`src/rtl/gumnut_pkg.sv`:
```
// Shared Gumnut definitions: interrupt FSM state type, default PC width
// and interrupt vector address.
package gumnut_pkg;

  typedef enum logic [1:0] {
    IDLE,
    TAKE,
    ISR,
    RESTORE
  } int_state_t;

  localparam int unsigned INT_PC_W = 12;
  localparam logic [INT_PC_W-1:0] INT_VEC_ADDR = 12'h001;

endpackage

```
`src/rtl/int_shadow.sv`:
```
// Return-PC and C/Z capture registers for the interrupt controller.
// Flag shadows exist only when INT_FLAG_SAVE_EN is defined.
module int_shadow
  import gumnut_pkg::*;
#(
  parameter int unsigned PC_W = INT_PC_W
) (
  input  logic            clk,
  input  logic            rst,
  input  logic            cen,
  input  logic            load,
  input  logic [PC_W-1:0] pc_i,
  input  logic            c_i,
  input  logic            z_i,
  output logic [PC_W-1:0] pc_o,
  output logic            c_o,
  output logic            z_o
);

  always_ff @(posedge clk) begin
    if (rst) begin
      pc_o <= '0;
    end else if (cen && load) begin
      pc_o <= pc_i;
    end
  end

`ifdef INT_FLAG_SAVE_EN
  always_ff @(posedge clk) begin
    if (rst) begin
      c_o <= 1'b0;
      z_o <= 1'b0;
    end else if (cen && load) begin
      c_o <= c_i;
      z_o <= z_i;
    end
  end
`else
  logic unused_flags;
  assign unused_flags = c_i ^ z_i;
  assign c_o = 1'b0;
  assign z_o = 1'b0;
`endif

endmodule

```
`src/rtl/int_ctrl.sv`:
```
// Gumnut interrupt controller: takes one request per instruction boundary,
// redirects fetch to the vector and restores flags on reti (INT_FLAG_SAVE_EN).
module int_ctrl
  import gumnut_pkg::*;
#(
  parameter int unsigned          PC_W     = INT_PC_W,
  parameter logic [PC_W-1:0]      VEC_ADDR = INT_VEC_ADDR
) (
  input  logic            clk,
  input  logic            rst,
  input  logic            cen,
  input  logic            int_req,
  input  logic            inst_done,
  input  logic            reti,
  input  logic            enai,
  input  logic            disi,
  input  logic [PC_W-1:0] pc_i,
  input  logic            c_i,
  input  logic            z_i,
  output logic            int_take,
  output logic [PC_W-1:0] vec_o,
  output logic [PC_W-1:0] pc_save_o,
  output logic            int_ack,
  output logic            iwe_o,
  output logic            intc_o,
  output logic            intz_o,
  output logic            int_en_o,
  output logic            in_isr_o
);

`ifdef INT_FLAG_SAVE_EN
  localparam bit FLAG_SAVE = 1'b1;
`else
  localparam bit FLAG_SAVE = 1'b0;
`endif

  int_state_t state, state_next;
  logic       int_en;
  logic       sc, sz;

  always_ff @(posedge clk) begin
    if (rst) begin
      state <= IDLE;
    end else if (cen) begin
      state <= state_next;
    end
  end

  always_comb begin
    state_next = state;
    unique case (state)
      IDLE:    if (inst_done && int_req && int_en) state_next = TAKE;
      TAKE:    state_next = ISR;
      ISR:     if (reti) state_next = RESTORE;
      RESTORE: state_next = IDLE;
      default: state_next = IDLE;
    endcase
  end

  // disi wins over enai; TAKE/RESTORE override both unconditionally.
  always_ff @(posedge clk) begin
    if (rst) begin
      int_en <= 1'b0;
    end else if (cen) begin
      unique case (state)
        TAKE:    int_en <= 1'b0;
        RESTORE: int_en <= 1'b1;
        default: begin
          if (disi)      int_en <= 1'b0;
          else if (enai) int_en <= 1'b1;
        end
      endcase
    end
  end

  int_shadow #(
    .PC_W (PC_W)
  ) u_shadow (
    .clk  (clk),
    .rst  (rst),
    .cen  (cen),
    .load (state == TAKE),
    .pc_i (pc_i),
    .c_i  (c_i),
    .z_i  (z_i),
    .pc_o (pc_save_o),
    .c_o  (sc),
    .z_o  (sz)
  );

  always_comb begin
    int_take = 1'b0;
    int_ack  = 1'b0;
    in_isr_o = 1'b0;
    iwe_o    = 1'b0;
    intc_o   = 1'b0;
    intz_o   = 1'b0;
    unique case (state)
      TAKE: begin
        int_take = 1'b1;
        int_ack  = 1'b1;
      end
      ISR:     in_isr_o = 1'b1;
      RESTORE: begin
        iwe_o  = FLAG_SAVE;
        intc_o = FLAG_SAVE & sc;
        intz_o = FLAG_SAVE & sz;
      end
      default: ;
    endcase
  end

  assign int_en_o = int_en;
  assign vec_o    = VEC_ADDR;

endmodule

```
`config.mk`:
```
export PLATFORM = sky130hd
export DESIGN_NAME = int_ctrl
export DESIGN_NICKNAME = d
export VERILOG_FILES = /design/src/rtl/gumnut_pkg.sv /design/src/rtl/int_shadow.sv /design/src/rtl/int_ctrl.sv
export SDC_FILE = /design/constraint.sdc
export NUM_CORES = 1
export LEC_CHECK = 0
export CELL_PAD_IN_SITES_DETAIL_PLACEMENT = 0
export CELL_PAD_IN_SITES_GLOBAL_PLACEMENT = 1
export CORE_ASPECT_RATIO = 0.7
export CORE_UTILIZATION = 27
export DETAILED_ROUTE_END_ITERATION = 6
export PLACE_DENSITY_LB_ADDON = 0.1
export SLEW_MARGIN = 15
export SYNTH_ARGS = -nofsm -noshare
export SYNTH_HDL_FRONTEND = slang
export SYNTH_HIERARCHICAL = 1
export SYNTH_SLANG_ARGS = --single-unit
```
`constraint.sdc`:
```
create_clock -name clk -period 1.9 [get_ports clk]
set_input_delay 0.19 -clock clk [delete_from_list [all_inputs] [get_ports clk]]
set_output_delay 0.19 -clock clk [all_outputs]
set_load 0.05 [all_outputs]
```
==> flow_summary.html <==
<table>
<tr><th>Metric</th><th>Value</th></tr>
<tr><th colspan="2">Run status</th></tr>
<tr><td>Outcome</td><td>finished clean</td></tr>
<tr><th colspan="2">Timing</th></tr>
<tr><td>Worst rel slew slack</td><td>0.6601</td></tr>
<tr><td>Number of hold violations in the final report</td><td>0</td></tr>
<tr><td>RSZ-0062 raised after global routing</td><td>no</td></tr>
<tr><td>Final worst path period share</td><td>0.8420</td></tr>
<tr><td>Final setup vio count</td><td>0</td></tr>
<tr><td>Worst-case clock skew</td><td>0.001663 ns</td></tr>
<tr><td>Upper clock frequency limit</td><td>0.6251 GHz</td></tr>
<tr><td>Slew Limit Fails</td><td>0</td></tr>
<tr><td>Minimum clock period</td><td>1.600 ns</td></tr>
<tr><td>Pin slew with the least headroom to its limit</td><td>0.5083 ns</td></tr>
<tr><td>Setup TNS Final</td><td>0 ns</td></tr>
<tr><td>Final critical-path setup slack</td><td>0.3002 ns</td></tr>
<tr><th colspan="2">Worst setup path</th></tr>
<tr><td>Crit path launch type</td><td>register</td></tr>
<tr><td>Buffers and inverters on the worst path</td><td>1</td></tr>
<tr><td>Critical path start-end classification</td><td>reg -&gt; out</td></tr>
<tr><td>CP required</td><td>~1.7 ns</td></tr>
<tr><td>Data arrival, critical path</td><td>1.41 ns</td></tr>
<tr><td>List of cells traversed by the critical path</td><td>clkdlybuf4s50_1</td></tr>
<tr><td>Kind of end point of the critical path</td><td>output port</td></tr>
<tr><td>Largest fanout on the critical path</td><td>3</td></tr>
<tr><td>Critical Path Max Stage Delay</td><td>about 0.8 ns</td></tr>
<tr><td>Cell family contributing the most delay on the critical path</td><td>buffers and inverters</td></tr>
<tr><td>Cell at the slowest stage of the critical path</td><td>sky130_fd_sc_hd__clkdlybuf4s50_1</td></tr>
<tr><th colspan="2">Route</th></tr>
<tr><td>DR iter-0 viols</td><td>33</td></tr>
<tr><td>Drt pass-1 iters</td><td>2</td></tr>
<tr><td>DRT Wirelength</td><td>approximately 1900 um</td></tr>
<tr><td>Average vias per placed instance</td><td>4.272</td></tr>
<tr><td>Antenna violation net count after detailed routing</td><td>0</td></tr>
<tr><td>Average wire per standard cell</td><td>11.08 um</td></tr>
<tr><td>Remaining routing DRC violations</td><td>0</td></tr>
<tr><td>Total via count in the routed design</td><td>roughly 720</td></tr>
<tr><th colspan="2">Clock network</th></tr>
<tr><td>CTS Buf Count</td><td>3</td></tr>
<tr><td>Total of hold buffers inserted after clock tree synthesis</td><td>0</td></tr>
<tr><td>Insertion delay of the later-clocked pin in the worst-skew pair</td><td>0.24 ns</td></tr>
<tr><td>Post-CTS Setup Bufs</td><td>0</td></tr>
<tr><td>Library cell used as clock root buffer</td><td>sky130_fd_sc_hd__clkbuf_8</td></tr>
<tr><td>Htree depth</td><td>1</td></tr>
<tr><td>Max clock buf depth</td><td>2</td></tr>
<tr><td>CTS resizes</td><td>0</td></tr>
<tr><td>TritonCTS sink count</td><td>15</td></tr>
<tr><td>TritonCTS clock tree</td><td>done</td></tr>
<tr><td>Worst-path clk slew</td><td>0.06 ns</td></tr>
<tr><th colspan="2">Final layout</th></tr>
<tr><td>Final antenna diode count</td><td>0</td></tr>
<tr><td>Number of nets in the finished design</td><td>approximately 160</td></tr>
<tr><td>Layout overhead on the synthesized area</td><td>41.29%</td></tr>
<tr><td>Count of fill cells added during filler insertion</td><td>323</td></tr>
<tr><td>Fraction of final layout cells with drive strength greater than 1</td><td>0.1756</td></tr>
<tr><th colspan="2">Placement</th></tr>
<tr><td>Placement Setup Slack</td><td>0.4252 ns</td></tr>
<tr><td>Placed wire-length estimate after detailed placement</td><td>roughly 1400 um</td></tr>
<tr><td>Global placer's final weighted congestion</td><td>0.6839</td></tr>
<tr><td>Number of port buffers</td><td>35</td></tr>
<tr><th colspan="2">Global routing</th></tr>
<tr><td>Number of antenna violations at the first check in global routing</td><td>0</td></tr>
<tr><td>First-pass GRT wire length</td><td>3201 um</td></tr>
<tr><td>Remaining Overflow, GRT</td><td>0</td></tr>
<tr><td>GRT Util Overall</td><td>0.1156</td></tr>
<tr><td>Pin count of the biggest net entering global routing</td><td>27</td></tr>
<tr><td>Via count of the first global-routing pass</td><td>approximately 690</td></tr>
<tr><th colspan="2">Floorplanning</th></tr>
<tr><td>Chip Width</td><td>71.47 um</td></tr>
<tr><td>Starting density of the core</td><td>0.2859</td></tr>
<tr><td>Area inside the core boundary</td><td>0.003191 mm^2</td></tr>
<tr><td>Std-Cell Rows</td><td>17</td></tr>
<tr><td>Die ar.</td><td>between 0.003 and 0.004 mm^2</td></tr>
<tr><td>Top-level port count</td><td>53</td></tr>
<tr><td>Die span in y</td><td>50.63 um</td></tr>
<tr><th colspan="2">Run</th></tr>
<tr><td>Number of max-capacitance violations reported</td><td>0</td></tr>
<tr><th colspan="2">Pwr</th></tr>
<tr><td>Leakage power</td><td>between 0.0004 and 0.0005 uW</td></tr>
<tr><td>Peak supply drop</td><td>287.2 uV</td></tr>
<tr><td>Design Power</td><td>between 700 and 800 uW</td></tr>
<tr><td>Pwr Density</td><td>602.4 mW/mm^2</td></tr>
<tr><th colspan="2">Synth</th></tr>
<tr><td>Number of instances in the synthesized netlist</td><td>95</td></tr>
<tr><td>Avg Cell Area, Syn</td><td>between 9 and 10 um^2</td></tr>
<tr><td>Netlist area before placement</td><td>912.1 um^2</td></tr>
<tr><td>Syn. warnings</td><td>6</td></tr>
<tr><th colspan="2">Hold path</th></tr>
<tr><td>Hold Path Class</td><td>reg -&gt; reg</td></tr>
</table>
-- cells in the final DEF, fill, tap and decap left out, drive strengths merged --
cell / n
clkbuf: 4
nor2b: 1
a221o: 1
a21bo: 12
o41ai: 1
a211o: 1
inv: 4
mux2i: 1
clkdlybuf4s50: 32
a21oi: 13
dfxtp: 15
nand3: 13
nand2b: 2
a2111oi: 1
buf: 8
a211oi: 1
nand2: 1
conb: 15
ha: 5
-- sequential cells by signal (all words and copies together) (netlist names) --
signal,count
u_shadow/pc_o,12
state,2
int_en_o,1
-- cell type report --
cell class              instances  area [um^2]  share of cell area
clock buffers                   4        45.04             0.03495
inverters                       4        15.01             0.01165
multi-input cells              68        475.5              0.3689
flip-flops and latches         15        300.3              0.2330
well taps                      38        47.55             0.03689
repair buffers                 40        405.4              0.3146
-- final timing paths --
kind	depth (start not counted)	start	end	slack [ns]
worst max-delay path	1	int_en_o	int_en_o	0.30
worst min register to register	2	int_en_o	int_en_o	0.48
worst min-delay path	2	int_en_o	int_en_o	0.48
worst max register to register	5	state[1]	int_en_o	0.43
-- where the power goes --
group          internal [uW]  total (uW)  leakage, uW  switching [uW]
Combinational           67.3         196     0.000354             129
Clock                    148         256    0.0000228             108
Sequential               321         324     0.000121            3.69
-- through the flow --
stage	hold slack, ns	utilization	instances	area (um^2)
floorplan	0.2591	-	108	960.9
global placement	0.4676	0.3898	165	1244
detailed placement	0.4690	0.3898	165	1244
CTS	0.4795	0.4039	169	1289
global route	0.5122	0.4039	169	1289
finish	0.4799	0.4039	169	1289
-- routing by layer --
layer | wire length, um | up-vias | GRT usage | share of wire
li1 | - | 370 | - | -
met1 | 914 | 321 | 0.1482 | 0.49
met2 | 823 | 29 | 0.1794 | 0.44
met3 | 121 | 2 | 0.04819 | 0.065
met4 | 12 | 0 | 0.02941 | 0.0064
met5 | 0 | - | 0 | 0
(Power assumes the default switching activity.)
